<file path="config.mk">
export PLATFORM = sky130hd
export DESIGN_NAME = program_counter
export DESIGN_NICKNAME = d
export VERILOG_FILES = /design/src/rtl/program_counter.sv
export SDC_FILE = /design/constraint.sdc
export NUM_CORES = 1
export LEC_CHECK = 0
export BUFFER_PORTS_ARGS = -buffer_cell sky130_fd_sc_hd__buf_4
export CAP_MARGIN = 40
export CORE_AREA = 2 2 39 41
export CTS_CLUSTER_SIZE = 12
export DETAILED_ROUTE_END_ITERATION = 10
export DIE_AREA = 0 0 41 43
export PLACE_DENSITY = 0.64
export SLEW_MARGIN = 20
export SYNTH_ARGS = -nofsm -noshare
export SYNTH_HDL_FRONTEND = slang
export SYNTH_SLANG_ARGS = --single-unit
</file>
<file path="constraint.sdc">
create_clock -name clk -period 1.8 [get_ports clk]
set_clock_uncertainty 0.2 [all_clocks]
set_input_delay 0.09 -clock clk [delete_from_list [all_inputs] [get_ports clk]]
set_output_delay 0.09 -clock clk [all_outputs]
set_load 0.05 [all_outputs]
</file>
<file path="src/rtl/program_counter.sv">
// rtl/program_counter.sv - fetch address register with jump, call and return
// Optional call/return stack and RUN/FAULT state machine are built when PC_CALL_STACK_EN is defined.
module program_counter #(
  parameter int ADDR_WIDTH  = 8,
  parameter int STEP        = 4,
  parameter int STACK_DEPTH = 8
) (
  input  logic                  clk,
  input  logic                  rst,
  input  logic                  enable,
  input  logic                  jump_valid,
  input  logic [ADDR_WIDTH-1:0] jump_target,
  input  logic                  call,
  input  logic                  ret,
  output logic [ADDR_WIDTH-1:0] pc_out,
  output logic                  stack_full,
  output logic                  stack_empty,
  output logic                  fault
);

  localparam int SP_W = $clog2(STACK_DEPTH) + 1;

  typedef enum logic {RUN = 1'b0, FAULT = 1'b1} state_t;

  state_t                r_state;
  state_t                w_state_next;
  logic [ADDR_WIDTH-1:0] r_pc;
  logic [ADDR_WIDTH-1:0] w_pc_next;
  logic [ADDR_WIDTH-1:0] w_pc_inc;
  logic [ADDR_WIDTH-1:0] w_top;
  logic                  w_ret_cmd;
  logic                  w_full;
  logic                  w_empty;
  logic                  w_push;
  logic                  w_pop;

  assign w_pc_inc = r_pc + ADDR_WIDTH'(STEP);

  // A faulting command leaves pc, sp and stack untouched; only the state moves.
  always_comb begin
    w_state_next = r_state;
    w_pc_next    = r_pc;
    w_push       = 1'b0;
    w_pop        = 1'b0;
    if (r_state == RUN && enable) begin
      if (w_ret_cmd) begin
        if (w_empty) begin
          w_state_next = FAULT;
        end else begin
          w_pop     = 1'b1;
          w_pc_next = w_top;
        end
      end else if (call) begin
        if (w_full) begin
          w_state_next = FAULT;
        end else begin
          w_push    = 1'b1;
          w_pc_next = jump_target;
        end
      end else if (jump_valid) begin
        w_pc_next = jump_target;
      end else begin
        w_pc_next = w_pc_inc;
      end
    end
  end

  always_ff @(posedge clk) begin
    if (rst) begin
      r_state <= RUN;
      r_pc    <= '0;
    end else begin
      r_state <= w_state_next;
      r_pc    <= w_pc_next;
    end
  end

`ifdef PC_CALL_STACK_EN
  logic [SP_W-1:0]       r_sp;
  logic [ADDR_WIDTH-1:0] r_stack [STACK_DEPTH];
  logic [SP_W-2:0]       w_wr_idx;
  logic [SP_W-2:0]       w_rd_idx;

  assign w_wr_idx  = r_sp[SP_W-2:0];
  assign w_rd_idx  = w_wr_idx - 1'b1;
  assign w_ret_cmd = ret;
  assign w_full    = (r_sp == SP_W'(STACK_DEPTH));
  assign w_empty   = (r_sp == '0);
  assign w_top     = r_stack[w_rd_idx];
  assign fault     = (r_state == FAULT);

  always_ff @(posedge clk) begin
    if (rst) begin
      r_sp <= '0;
    end else if (w_push) begin
      r_sp <= r_sp + SP_W'(1);
    end else if (w_pop) begin
      r_sp <= r_sp - SP_W'(1);
    end
  end

  // Return-address storage is plain RAM with no reset.
  always_ff @(posedge clk) begin
    if (!rst && w_push) begin
      r_stack[w_wr_idx] <= w_pc_inc;
    end
  end
`else
  logic [2:0] w_unused_cmd;

  assign w_ret_cmd    = 1'b0;
  assign w_full       = 1'b0;
  assign w_empty      = 1'b1;
  assign w_top        = '0;
  assign fault        = 1'b0;
  assign w_unused_cmd = {w_push, w_pop, ret};
`endif

  assign pc_out      = r_pc;
  assign stack_full  = w_full;
  assign stack_empty = w_empty;

endmodule

</file>
==> results of run 1 <==
-- power groups by stage --
stage	clock network, mW	registers, mW	logic (mW)
floorplan	0	0.242	0.0557
global placement	0	0.205	0.133
detailed placement	0	0.205	0.135
CTS	0.141	0.201	0.156
global route	0.152	0.202	0.170
finish	0.141	0.201	0.158
-- logic make-up after synthesis --
group,count (synthesis),share of synthesized area
and+or+nand+nor,25,0.294
other,2,0.0160
adders and majority gates,1,0.0267
DFF,8,0.342
buffers and inverters,6,0.0936
AOI/OAI and AO/OA,17,0.227
-- cell usage after synthesis, drive strengths merged --
cell type	n
buf	5
nand3	6
or2	1
o211ai	1
o21a	1
a31oi	6
or4b	2
o21ai	2
a311oi	1
nand2b	1
and2b	1
ha	1
nor3	1
nor2b	2
or4	1
nor4b	1
conb	2
o31ai	1
nor2	3
a21oi	4
a211oi	1
nand2	6
dfxtp	8
clkbuf	1
-- critical path, cell delays in order --
cell and delay (ns):
dlygate4sd3_1 0.53, buf_4 0.21, nor2_1 0.07, a211oi_1 0.23, dlygate4sd3_1 0.60
-- final cells by class --
class                           instances  area (um^2)
Clock buffer                            3         22.5
Fill cell                             145          644
Multi-Input combinational cell         46          274
Sequential cell                         8          163
Tap cell                               16         20.0
Timing Repair Buffer                   31          260
-- routing by layer --
layer,vias up,GRT usage,part of all wire
met2,17,0.250,0.53
met3,5,0.0471,0.053
li1,272,-,-
met1,238,0.201,0.39
met5,-,0,0
met4,0,0.100,0.022
-- through the flow --
stage          cells   util  cell area [um^2]
6_report         104  0.534               739
5_1_grt          104  0.534               739
4_1_cts          105  0.537               743
3_5_place_dp      90  0.434               601
3_3_place_gp      90  0.434               601
2_1_floorplan     60      -               474
-- worst paths after layout --
kind / startpoint / to / cells after the start
max: enable / pc_out[2]$_SDFFE_PP0P_ / 5
max reg2reg: pc_out[2]$_SDFFE_PP0P_ / pc_out[2]$_SDFFE_PP0P_ / 4
min reg2reg: pc_out[0]$_SDFFE_PP0P_ / pc_out[0]$_SDFFE_PP0P_ / 2
min: call / pc_out[5]$_SDFFE_PP0P_ / 4
-- timing repair --
item / in CTS / in global routing
gates resized for setup: 0 / 1
hold buffers: 12 / 0
hold endpoints to repair: 8 / 0
endpoints found under the setup margin: 0 / 1
buffers inserted: 0 / 0
==> flow_summary.yaml, run 1 <==
run_status:
  outcome: "completed"
floorplan:
  core_um2: 1380
  rows: 14
  die_area_um2: 1760
  io_pins: 25
  die_w_um: 41
  fp.dieH_um: 43
  start_util: 0.338
global_routing:
  grt_pass1_vias: 466
  grt_overflow: 0
  grt_max_degree: 19
  grt_usage: 0.167
  grt_pass1_wl_um: 1940
  antenna_found_initial: 0
routing:
  drtAntennaViolNets: 0
  avgViaCountPerCell: 5.12
  drt-initial-drc-count: 4
  wl_per_cell_um: 11.8
  drc: 0
  drt_pass1_iterations: 2
  routed_wirelength_um: 1230
  num_vias: 532
power:
  cellPowerDensity_nw_per_um2: 676
  p_switching_uw: 169
  finalPower_uw: 500
  clockPowerShare: 0.282
  internal-power_uw: 331
  ir_drop_mv: 0.333
  switching_share: 0.338
  p_leak_nw: 0.308
  p_comb_frac: 0.316
  p_seq_frac: 0.402
timing:
  finalMaxSlewViolations: 0
  hold_slack_ns: 0.0170
  max_freq_mhz: 576
  setup_tns_ns: 0
  fin_ws_ns: 0.0636
  hold_violations: 0
  fin_crit_ns: 1.74
  final-setup-viol-count: 0
  finalCritPeriodShare: 0.965
  rsz0062_at_grt: "no"
clock_tree:
  cts_tree: "built"
  clock_latency_ns: 0.26
  htreeDepth: 1
  cts_buffer_depth: 2
  cts_buffers: 3
  root_buffer: "clkbuf_4"
  cts.sinks: 8
  clkTransAtPathRegs_ns: 0.06
synth:
  yosysWarnings: 0
  synth_area_leaders: "dfxtp_1 34%, a31oi_1 8.0%, nand3_1 6.4%"
  synthDominantCellAreaShare: 0.342
  ys_ff_latch: 8
  synth_area_leader_cell: "dfxtp_1"
  syn_inst: 59
  syn_area_per_cell_um2: 7.93
  synth.cell_area_um2: 468
  ys_seq_area_frac: 0.342
  ys_types: 26
placed_design:
  dp_hpwl_um: 773
  pre_cts_ws_ns: 0.240
  port_buffers: 20
  gp_congestion: 0.669
finish:
  antenna_cells: 0
  layout_commonest_cell: "buf_4"
  most-common-layout-cells: "20 x buf_4, 11 x dlygate4sd3_1"
  layout-drive-gt1-share: 0.295
  nets: 105
  syn_to_final_growth_pct: 58.0
  largest_register_ff_count: 8
setup_path:
  worst-path-max-fanout: 18
  cp_data_required_time_ns: 1.79
  critical_path.endpoint_type: "register"
  ff2ff_setup_slack_ns: 0.09
  worstSetupStartpointType: "input pin"
  cp.arrival_ns: 1.73
  crit_type: "in -> reg"
job:
  cap_violations: 0
worst_hold_path:
  min_path_type: "in -> reg"
No activity file was read; power rests on OpenSTA's default activity.
==> run 2: changes to the inputs <==
--- a/constraint.sdc
+++ b/constraint.sdc
@@ -4,2 +4,2 @@
 set_output_delay 0.09 -clock clk [all_outputs]
-set_load 0.05 [all_outputs]
+set_load 0.01 [all_outputs]
==> flow_summary.yaml, run 2 (synthesis gave the netlist of run 1 again) <==
run_status:
  outcome: "completed"
timing:
  finalMaxSlewViolations: 0
  fin_crit_ns: 1.67
  fin_ws_ns: 0.132
  rsz0062_at_grt: "no"
  hold_violations: 0
  setup_tns_ns: 0
  final-setup-viol-count: 0
  max_freq_mhz: 600
  finalCritPeriodShare: 0.927
setup_path:
  critical_path.endpoint_type: "register"
  critPathTopFamily: "buffers and inverters"
  worst-path-max-fanout: 18
  cp.arrival_ns: 1.66
  crit_top_cell: "dlygate4sd3_1"
  worstSetupStartpointType: "input pin"
  crit_path_cell_trace: "dlygate4sd3_1, buf_4, nor2_1, a211oi_1, dlygate4sd3_1"
  crit_type: "in -> reg"
  cp_slowest_cell: "dlygate4sd3_1"
  cp_slowest_stage_delay_ns: 0.57
  cp_data_required_time_ns: 1.79
  crit_buf_inv: 3
power:
  p_comb_frac: 0.255
  p_leak_nw: 0.317
  p_switching_uw: 125
  ir_drop_mv: 0.326
  p_seq_frac: 0.437
  internal-power_uw: 333
  cellPowerDensity_nw_per_um2: 599
  switching_share: 0.273
  clockPowerShare: 0.308
routing:
  wl_per_cell_um: 12.1
  drtAntennaViolNets: 0
  drc: 0
  drt-initial-drc-count: 10
  drt_pass1_iterations: 4
  avgViaCountPerCell: 5.14
  num_vias: 550
  routed_wirelength_um: 1300
finish:
  nets: 108
  largest_register_ff_count: 8
  syn_to_final_growth_pct: 63.4
  antenna_cells: 0
  layout_commonest_cell: "buf_4"
  most-common-layout-cells: "21 x buf_4, 13 x dlygate4sd3_1, 8 x dfxtp_1"
  layout-drive-gt1-share: 0.275
  design_area_um2: 764
floorplan:
  fp.dieH_um: 43
  die_w_um: 41
  start_util: 0.338
  rows: 14
  core_um2: 1380
  io_pins: 25
  die_area_um2: 1760
placed_design:
  port_buffers: 20
  placed_area_um2: 606
  dp_hpwl_um: 814
  pre_cts_ws_ns: 0.218
  gp_congestion: 0.760
clock_tree:
  cts_tree: "built"
  htreeDepth: 1
  cts_buffer_depth: 2
  cts_buffers: 3
  cts.sinks: 8
  clkTransAtPathRegs_ns: 0.06
  root_buffer: "clkbuf_4"
  clock_latency_ns: 0.25
worst_hold_path:
  min_path_type: "in -> reg"
global_routing:
  antenna_found_initial: 0
  grt_usage: 0.174
  grt_pass1_wl_um: 2100
  grt_overflow: 0
  grt_pass1_vias: 518
  grt_max_degree: 19
job:
  cap_violations: 0
## run 2: cell types whose count changed in the layout (fill, tap and decap cells not counted), sizes merged
cell	delta
dlygate4sd3	+2
buf	+1
## run 2: tightest hold or removal path, stage by stage
cell and delay (ns):
buf_4 0.11, nor2_1 0.08, nand3_1 0.09, a31oi_1 0.06
## run 2: area by class of cell
cell class	instances	area, um^2
fillers	129	619
repair buffers	34	288
multi-input cells	46	274
flip-flops and latches	8	160
clock buffers	3	22.5
well taps	16	20.0
## run 2: what timing repair did
item                                    in CTS  in global routing
endpoints found under the setup margin       0                  1
hold buffers                                14                  0
endpoints found under the hold margin        8                  0
gates resized for setup                      0                  1
buffers inserted                             0                  0
## run 2: path summary, 6_finish.rpt
| path | from | cells past startpoint | slack [ns] | endpoint |
|---|---|---|---|---|
| max | enable | 5 | 0.13 | pc_out[2]$_SDFFE_PP0P_ |
| min | call | 4 | 0.04 | pc_out[6]$_SDFFE_PP0P_ |
| max reg2reg | pc_out[2]$_SDFFE_PP0P_ | 4 | 0.16 | pc_out[2]$_SDFFE_PP0P_ |
| min reg2reg | pc_out[0]$_SDFFE_PP0P_ | 2 | 0.26 | pc_out[0]$_SDFFE_PP0P_ |
## run 2: routing by layer
metal	GRT usage	vias to the layer above	wire length, um
li1	-	274	-
met2	0.275	18	659
met4	0.0800	0	14
met3	0.0471	2	62
met1	0.205	256	561
met5	0	-	0
## run 2: power groups by stage
stage | combinational (mW) | clock [mW] | sequential (mW)
after floorplan | 0.0445 | 0 | 0.207
after global placement | 0.0907 | 0 | 0.203
after detailed placement | 0.0915 | 0 | 0.204
after CTS | 0.117 | 0.147 | 0.200
after global routing | 0.129 | 0.154 | 0.202
final | 0.117 | 0.141 | 0.200
## run 2: per-stage QoR
stage	cells	hold slack [ns]	utilization	power, mW
2_1_floorplan	60	0.0507	-	0.252
3_3_place_gp	91	0.131	0.438	0.294
3_5_place_dp	91	0.129	0.438	0.295
4_1_cts	108	0.0271	0.555	0.463
5_1_grt	107	0.0639	0.552	0.485
6_report	107	0.0394	0.552	0.458
